`src/rtl/d_cache.sv`:
```
// d_cache: direct-mapped, write-back, write-allocate data cache.
//   8 lines x 4 words of 32 bits. Each line has a valid bit, a dirty bit and a 25-bit tag.
//   The word address splits into tag=[29:5], index=[4:2] and offset=[1:0].
//   The controller has three states: COMPARE, WRITEBACK and ALLOCATE.
//
// Ports
//   clk, rst          : single clock; synchronous active-high reset
//   proc_read/write   : processor load / store request (both high counts as a store)
//   proc_addr[29:0]   : processor word address
//   proc_wdata[31:0]  : store data
//   proc_rdata[31:0]  : load data, valid while proc_stall=0
//   proc_stall        : processor must hold its request while this is high
//   mem_read/write    : block fetch / writeback request (registered)
//   mem_addr[27:0]    : block address {tag,index} (registered)
//   mem_wdata[127:0]  : writeback block, word0 in [31:0] (registered)
//   mem_rdata[127:0]  : fetched block, valid with mem_ready
//   mem_ready         : single-cycle completion pulse from memory
//
// Optional feature: define D_CACHE_STATS_EN to add the saturating outputs
// hit_cnt[15:0] and miss_cnt[15:0].
module d_cache (
    input  logic         clk,
    input  logic         rst,
    input  logic         proc_read,
    input  logic         proc_write,
    input  logic [29:0]  proc_addr,
    input  logic [31:0]  proc_wdata,
    output logic [31:0]  proc_rdata,
    output logic         proc_stall,
    output logic         mem_read,
    output logic         mem_write,
    output logic [27:0]  mem_addr,
    output logic [127:0] mem_wdata,
    input  logic [127:0] mem_rdata,
    input  logic         mem_ready
`ifdef D_CACHE_STATS_EN
    ,
    output logic [15:0]  hit_cnt,
    output logic [15:0]  miss_cnt
`endif
);

    typedef enum logic [1:0] {
        COMPARE   = 2'd0,
        WRITEBACK = 2'd1,
        ALLOCATE  = 2'd2
    } state_t;

    state_t         state_r;
    logic [7:0]     valid_r;
    logic [7:0]     dirty_r;
    logic [24:0]    tag_r  [0:7];
    logic [127:0]   data_r [0:7];

    logic [24:0]    tag_s;
    logic [2:0]     index_s;
    logic [1:0]     offset_s;
    logic [127:0]   line_data_s;
    logic           req_s;
    logic           hit_s;
    logic           write_hit_s;
    logic           fill_s;
    logic           miss_s;

    // Address decode, hit detection and the processor-side combinational response
    always_comb begin
        tag_s       = proc_addr[29:5];
        index_s     = proc_addr[4:2];
        offset_s    = proc_addr[1:0];
        line_data_s = data_r[index_s];
        req_s       = proc_read | proc_write;
        hit_s       = valid_r[index_s] && (tag_r[index_s] == tag_s);
        miss_s      = (state_r == COMPARE) && req_s && !hit_s;
        // A store wins over a load when both are requested.
        write_hit_s = (state_r == COMPARE) && proc_write && hit_s && !rst;
        // A fill arriving in the same cycle as reset is discarded.
        fill_s      = (state_r == ALLOCATE) && mem_ready && !rst;
        if (state_r == COMPARE) begin
            proc_stall = req_s && !hit_s;
            if (req_s && hit_s) begin
                proc_rdata = line_data_s[{offset_s, 5'b00000} +: 32];
            end else begin
                proc_rdata = 32'h0000_0000;
            end
        end else begin
            proc_stall = 1'b1;
            proc_rdata = 32'h0000_0000;
        end
    end

    // Tag and data arrays: block fill from memory or word merge on a store hit
    always_ff @(posedge clk) begin
        if (fill_s) begin
            data_r[index_s] <= mem_rdata;
            tag_r[index_s]  <= tag_s;
        end else if (write_hit_s) begin
            data_r[index_s][{offset_s, 5'b00000} +: 32] <= proc_wdata;
        end
    end

    // Controller FSM with registered memory-side outputs and line status bits
    always_ff @(posedge clk) begin
        if (rst) begin
            state_r   <= COMPARE;
            valid_r   <= 8'h00;
            dirty_r   <= 8'h00;
            mem_read  <= 1'b0;
            mem_write <= 1'b0;
            mem_addr  <= 28'h000_0000;
            mem_wdata <= 128'h0;
        end else begin
            case (state_r)
                COMPARE: begin
                    if (req_s && hit_s) begin
                        if (proc_write) begin
                            dirty_r[index_s] <= 1'b1;
                        end
                    end else if (req_s) begin
                        // Miss: evict a dirty victim first, else fetch straight away.
                        if (valid_r[index_s] && dirty_r[index_s]) begin
                            state_r   <= WRITEBACK;
                            mem_write <= 1'b1;
                            mem_addr  <= {tag_r[index_s], index_s};
                            mem_wdata <= line_data_s;
                        end else begin
                            state_r   <= ALLOCATE;
                            mem_read  <= 1'b1;
                            mem_addr  <= proc_addr[29:2];
                        end
                    end
                end
                WRITEBACK: begin
                    if (mem_ready) begin
                        state_r   <= ALLOCATE;
                        mem_write <= 1'b0;
                        mem_read  <= 1'b1;
                        mem_addr  <= proc_addr[29:2];
                        mem_wdata <= 128'h0;
                    end
                end
                ALLOCATE: begin
                    if (mem_ready) begin
                        state_r          <= COMPARE;
                        mem_read         <= 1'b0;
                        mem_addr         <= 28'h000_0000;
                        valid_r[index_s] <= 1'b1;
                        dirty_r[index_s] <= 1'b0;
                    end
                end
                default: begin
                    state_r   <= COMPARE;
                    mem_read  <= 1'b0;
                    mem_write <= 1'b0;
                end
            endcase
        end
    end

`ifdef D_CACHE_STATS_EN
    // Remembers that the request now pending already missed, so its final hit is not counted
    logic missed_r;

    // Saturating hit / miss statistics
    always_ff @(posedge clk) begin
        if (rst) begin
            hit_cnt  <= 16'h0000;
            miss_cnt <= 16'h0000;
            missed_r <= 1'b0;
        end else begin
            if (miss_s) begin
                missed_r <= 1'b1;
                if (miss_cnt != 16'hFFFF) begin
                    miss_cnt <= miss_cnt + 16'h0001;
                end
            end else if ((state_r == COMPARE) && req_s && hit_s) begin
                missed_r <= 1'b0;
                if (!missed_r && (hit_cnt != 16'hFFFF)) begin
                    hit_cnt <= hit_cnt + 16'h0001;
                end
            end
        end
    end
`endif

endmodule
```
`config.mk`:
```
export PLATFORM = sky130hd
export DESIGN_NAME = d_cache
export DESIGN_NICKNAME = d
export VERILOG_FILES = /design/src/rtl/d_cache.sv
export SDC_FILE = /design/constraint.sdc
export NUM_CORES = 2
export LEC_CHECK = 0
export ABC_AREA = 1
export BUFFER_PORTS_ARGS = -buffer_cell sky130_fd_sc_hd__buf_2
export CAP_MARGIN = 10
export CORE_MARGIN = 5
export CORE_UTILIZATION = 45
export CTS_CLUSTER_DIAMETER = 80
export DETAILED_ROUTE_END_ITERATION = 10
export GPL_TIMING_DRIVEN = 0
export SYNTH_ARGS = -nofsm -noshare
export SYNTH_HDL_FRONTEND = slang
export SYNTH_SLANG_ARGS = --single-unit
```
`constraint.sdc`:
```
create_clock -name clk -period 4.09 [get_ports clk]
set_input_delay 0.2045 -clock clk [delete_from_list [all_inputs] [get_ports clk]]
set_output_delay 0.2045 -clock clk [all_outputs]
set_load 0.05 [all_outputs]
```
==> impl_metrics.ini <==
[outcome]
status = finished with violations
violations = negative setup slack

[worst_setup_path]
crit_start = proc_addr[2]
arrival_ns = 4.11
start_kind = primary input
r2r_start = tag_r[6][7]$_DFFE_PP_
reg2reg_to = data_r[3][87]$_DFFE_PP_
r2r_slack_ns = 0.11
ff2ff_path_depth = 16
crit_fanout = 10
worstSetupPathType = in -> out
cp-end-kind = output port
required_ns = 3.89

[flow_run]
cap_violations = 0

[sta]
rsz0062_at_grt = true
finalSetupTns_ns = -8.05
finClkSkew_ns = 0.0322
hold_viol_final = 0
setup_ws_ns = -0.223
timing.fmax_ghz = 0.232
setup_viol = 125
worst_slew_pin_slew_ns = 1.40
slew_headroom_pct = 6.51
fin_crit_ns = 4.31
report.final.slew_viol_count = 0
finalCritPeriodShare_pct = 105

[global_routing]
antenna_found_initial = 9
overflow = 0
grt_pass1_vias = 41300
grt_max_degree = 25
grt_pass1_wl_um = 333000
track_usage_pct = 36.1

[logic_synthesis]
synth_edf_count = 1224
synthSimpleGateAreaFrac_pct = 15.8
ys_warn_count = 0
ys_types = 44
muxShareOfSynthArea_pct = 0
avgSynthCellArea_um2 = 11.5
synthAdderAreaFrac_pct = 0.197
netlist_area_um2 = 57000
synth_ff_type = edfxtp_1
async_flop_share_pct = 0
synth_compound_area_share_pct = 9.01
yosys-top-cells-count = edfxtp_1 (1,224), nand2_1 (1,193), nor2_1 (476)
synthXorXnorAreaFrac_pct = 0
synth_top_family_by_area = simple AND/OR/NAND/NOR gates
synth_seq_area_share_pct = 70.6
yosysMostFrequentCell = edfxtp_1
synth.area.top_cells = edfxtp_1 (64%), nand2_1 (7.9%), dfxtp_1 (6.2%)
synth_top_area_cell = edfxtp_1
synth_top_area_share_pct = 64.4
synth_seq_cells = 1400
synth_nets = 5153
synthCells = 4949

[hold_path]
whs_path_depth = 5
hp-start = mem_rdata[8]
hold_end = data_r[1][8]$_DFFE_PP_
hold_class = in -> reg

[drt]
vias = 45300
drc_errors = 0
dr.pass1.iters = 6
routedWlPerCell_um = 33.4
ant_nets = 0
via_per_inst = 6.07
totalWireLength_um = 249000
drtIter0Drc = 7190

[power]
powerDensity_nw_per_um2 = 528
max-vdd-ir-drop_uv = 503
totalPowerFinal_uw = 36700
leakagePower_uw = 0.0264

[clock_tree]
path_clk_slew_ns = 0.06
clockBufferDepth = 3
clk_latency_ns = 0.80
cts_tree = built
cts_buffers = 148
cts.sinks = 1400
htreeDepth = 4
cts_root_buf = clkbuf_16

[die]
ios = 386
start_util_pct = 45.4
num_rows = 130
core_region_area_um2 = 126000
die_y_um = 366
die-area_um2 = 134000
die_w_um = 366

[final_layout]
area_growth_pct = 21.8
seqCellArea_um2 = 40300
fillerInstances = 10700
nets = 5883
drive_above_1_share_pct = 17.9
multi_input_area_um2 = 14900

[placement]
pre_cts_slack_ns = -2.13
gp_congestion = 1.03
port_buffers = 383
hpwlAfterDp_um = 182000
-- power by group --
| group | leakage, µW | switching (µW) | total (µW) | internal [µW] |
|---|---|---|---|---|
| sequential | 0.0125 | 322 | 16400 | 16100 |
| combinational | 0.0116 | 5160 | 6720 | 1570 |
| clock | 0.00235 | 5730 | 13500 | 7780 |
| total | 0.0264 | 11200 | 36700 | 25500 |
-- sequential cells by signal (all words and copies together), names as in the netlist, named ones only --
name / cells
valid_r: 8
mem_write: 1
mem_read: 1
mem_wdata: 128
tag_r: 200
mem_addr: 28
state_r: 2
data_r: 1024
-- per-layer routing --
metal | GRT usage (%) | routed length (µm) | part of all wire (%)
met1 | 47.0 | 90700 | 36
met2 | 50.9 | 103000 | 41
met3 | 14.1 | 37600 | 15
met4 | 21.6 | 18000 | 7.2
met5 | 0.508 | 186 | 0.075
-- metrics by stage --
step / util [%] / hold WS, ns / cells / area, µm²
3_3_place_gp: 48.5 / 0.446 / 6982 / 61000
4_1_cts: 54.8 / 0.00106 / 7414 / 68900
3_5_place_dp: 49.9 / 0.456 / 7051 / 62700
6_report: 55.3 / 0.0150 / 7459 / 69500
2_1_floorplan: - / 0.303 / 4949 / 57000
5_1_grt: 55.2 / 0.0387 / 7448 / 69400
-- cells by family (layout without fill, tap and decap cells) --
group,count (synthesis),after routing
simple gates,2168,2168
compound gates,749,749
fa+ha+maj,9,9
flops,1400,1400
other cells,0,13
buf+inv,623,1470
-- cell type report --
cell class	instances	share of cell area [%]
diodes	13	0.0468
plain buffers	304	2.25
clock buffers	204	6.00
clock inverters	63	0.920
inverters	319	1.73
multi-input cells	2926	21.4
flip-flops and latches	1400	58.0
well taps	1650	2.97
repair buffers	580	6.70
-- worst max-delay path by stage --
stage / slack (ns) / depth (start not counted) / to
floorplan: 0.40 / 17 / data_r[0][0]$_DFFE_PP_
finish: -0.22 / 11 / proc_rdata[3]
detailed placement: -2.13 / 15 / proc_rdata[14]
global route: -0.08 / 12 / proc_rdata[3]
global placement: -4.02 / 8 / data_r[6][53]$_DFFE_PP_
CTS: -0.05 / 15 / proc_rdata[14]
-- layout by cell type, fill, tap and decap left out, types with 18 or more instances in the layout --
cell type and instances:
o21ai_0 92, buf_12 43, inv_2 18, clkbuf_16 156
buf_8 24, clkbuf_1 156, clkbuf_2 53, o21ai_1 124
a22oi_1 103, clkinv_1 21, o211ai_1 44, a21oi_2 24
nand2_1 1190, nor2_1 432, o21bai_1 24, dfxtp_1 176
nor2_4 44, a21oi_1 52, dlygate4sd3_1 71, clkbuf_4 23
nand3_1 322, inv_1 297, nand4_1 114, buf_4 64
a221oi_1 134, a22o_1 113, buf_2 441, edfxtp_1 1224
-- timing repair --
action / 4_1_cts / 5_1_grt
endpoints found under the hold margin: 506 / 8
gates cloned: 0 / 0
buffers inserted: 26 / 30
pin swaps: 7 / 11
hold buffers: 70 / 1
resized for setup: 169 / 61
endpoints found under the setup margin: 673 / 304
-- worst max-delay path, stage by stage --
cell and delay [ns]:
buf_2 0.11, inv_2 0.13, buf_4 0.26, nor2_4 0.28
clkbuf_2 0.60, clkbuf_1 0.80, nand2_1 0.10, nand4_1 0.64
o211ai_1 0.21, a21oi_2 0.41, buf_2 0.35
Power figures use the tool's default switching activity.
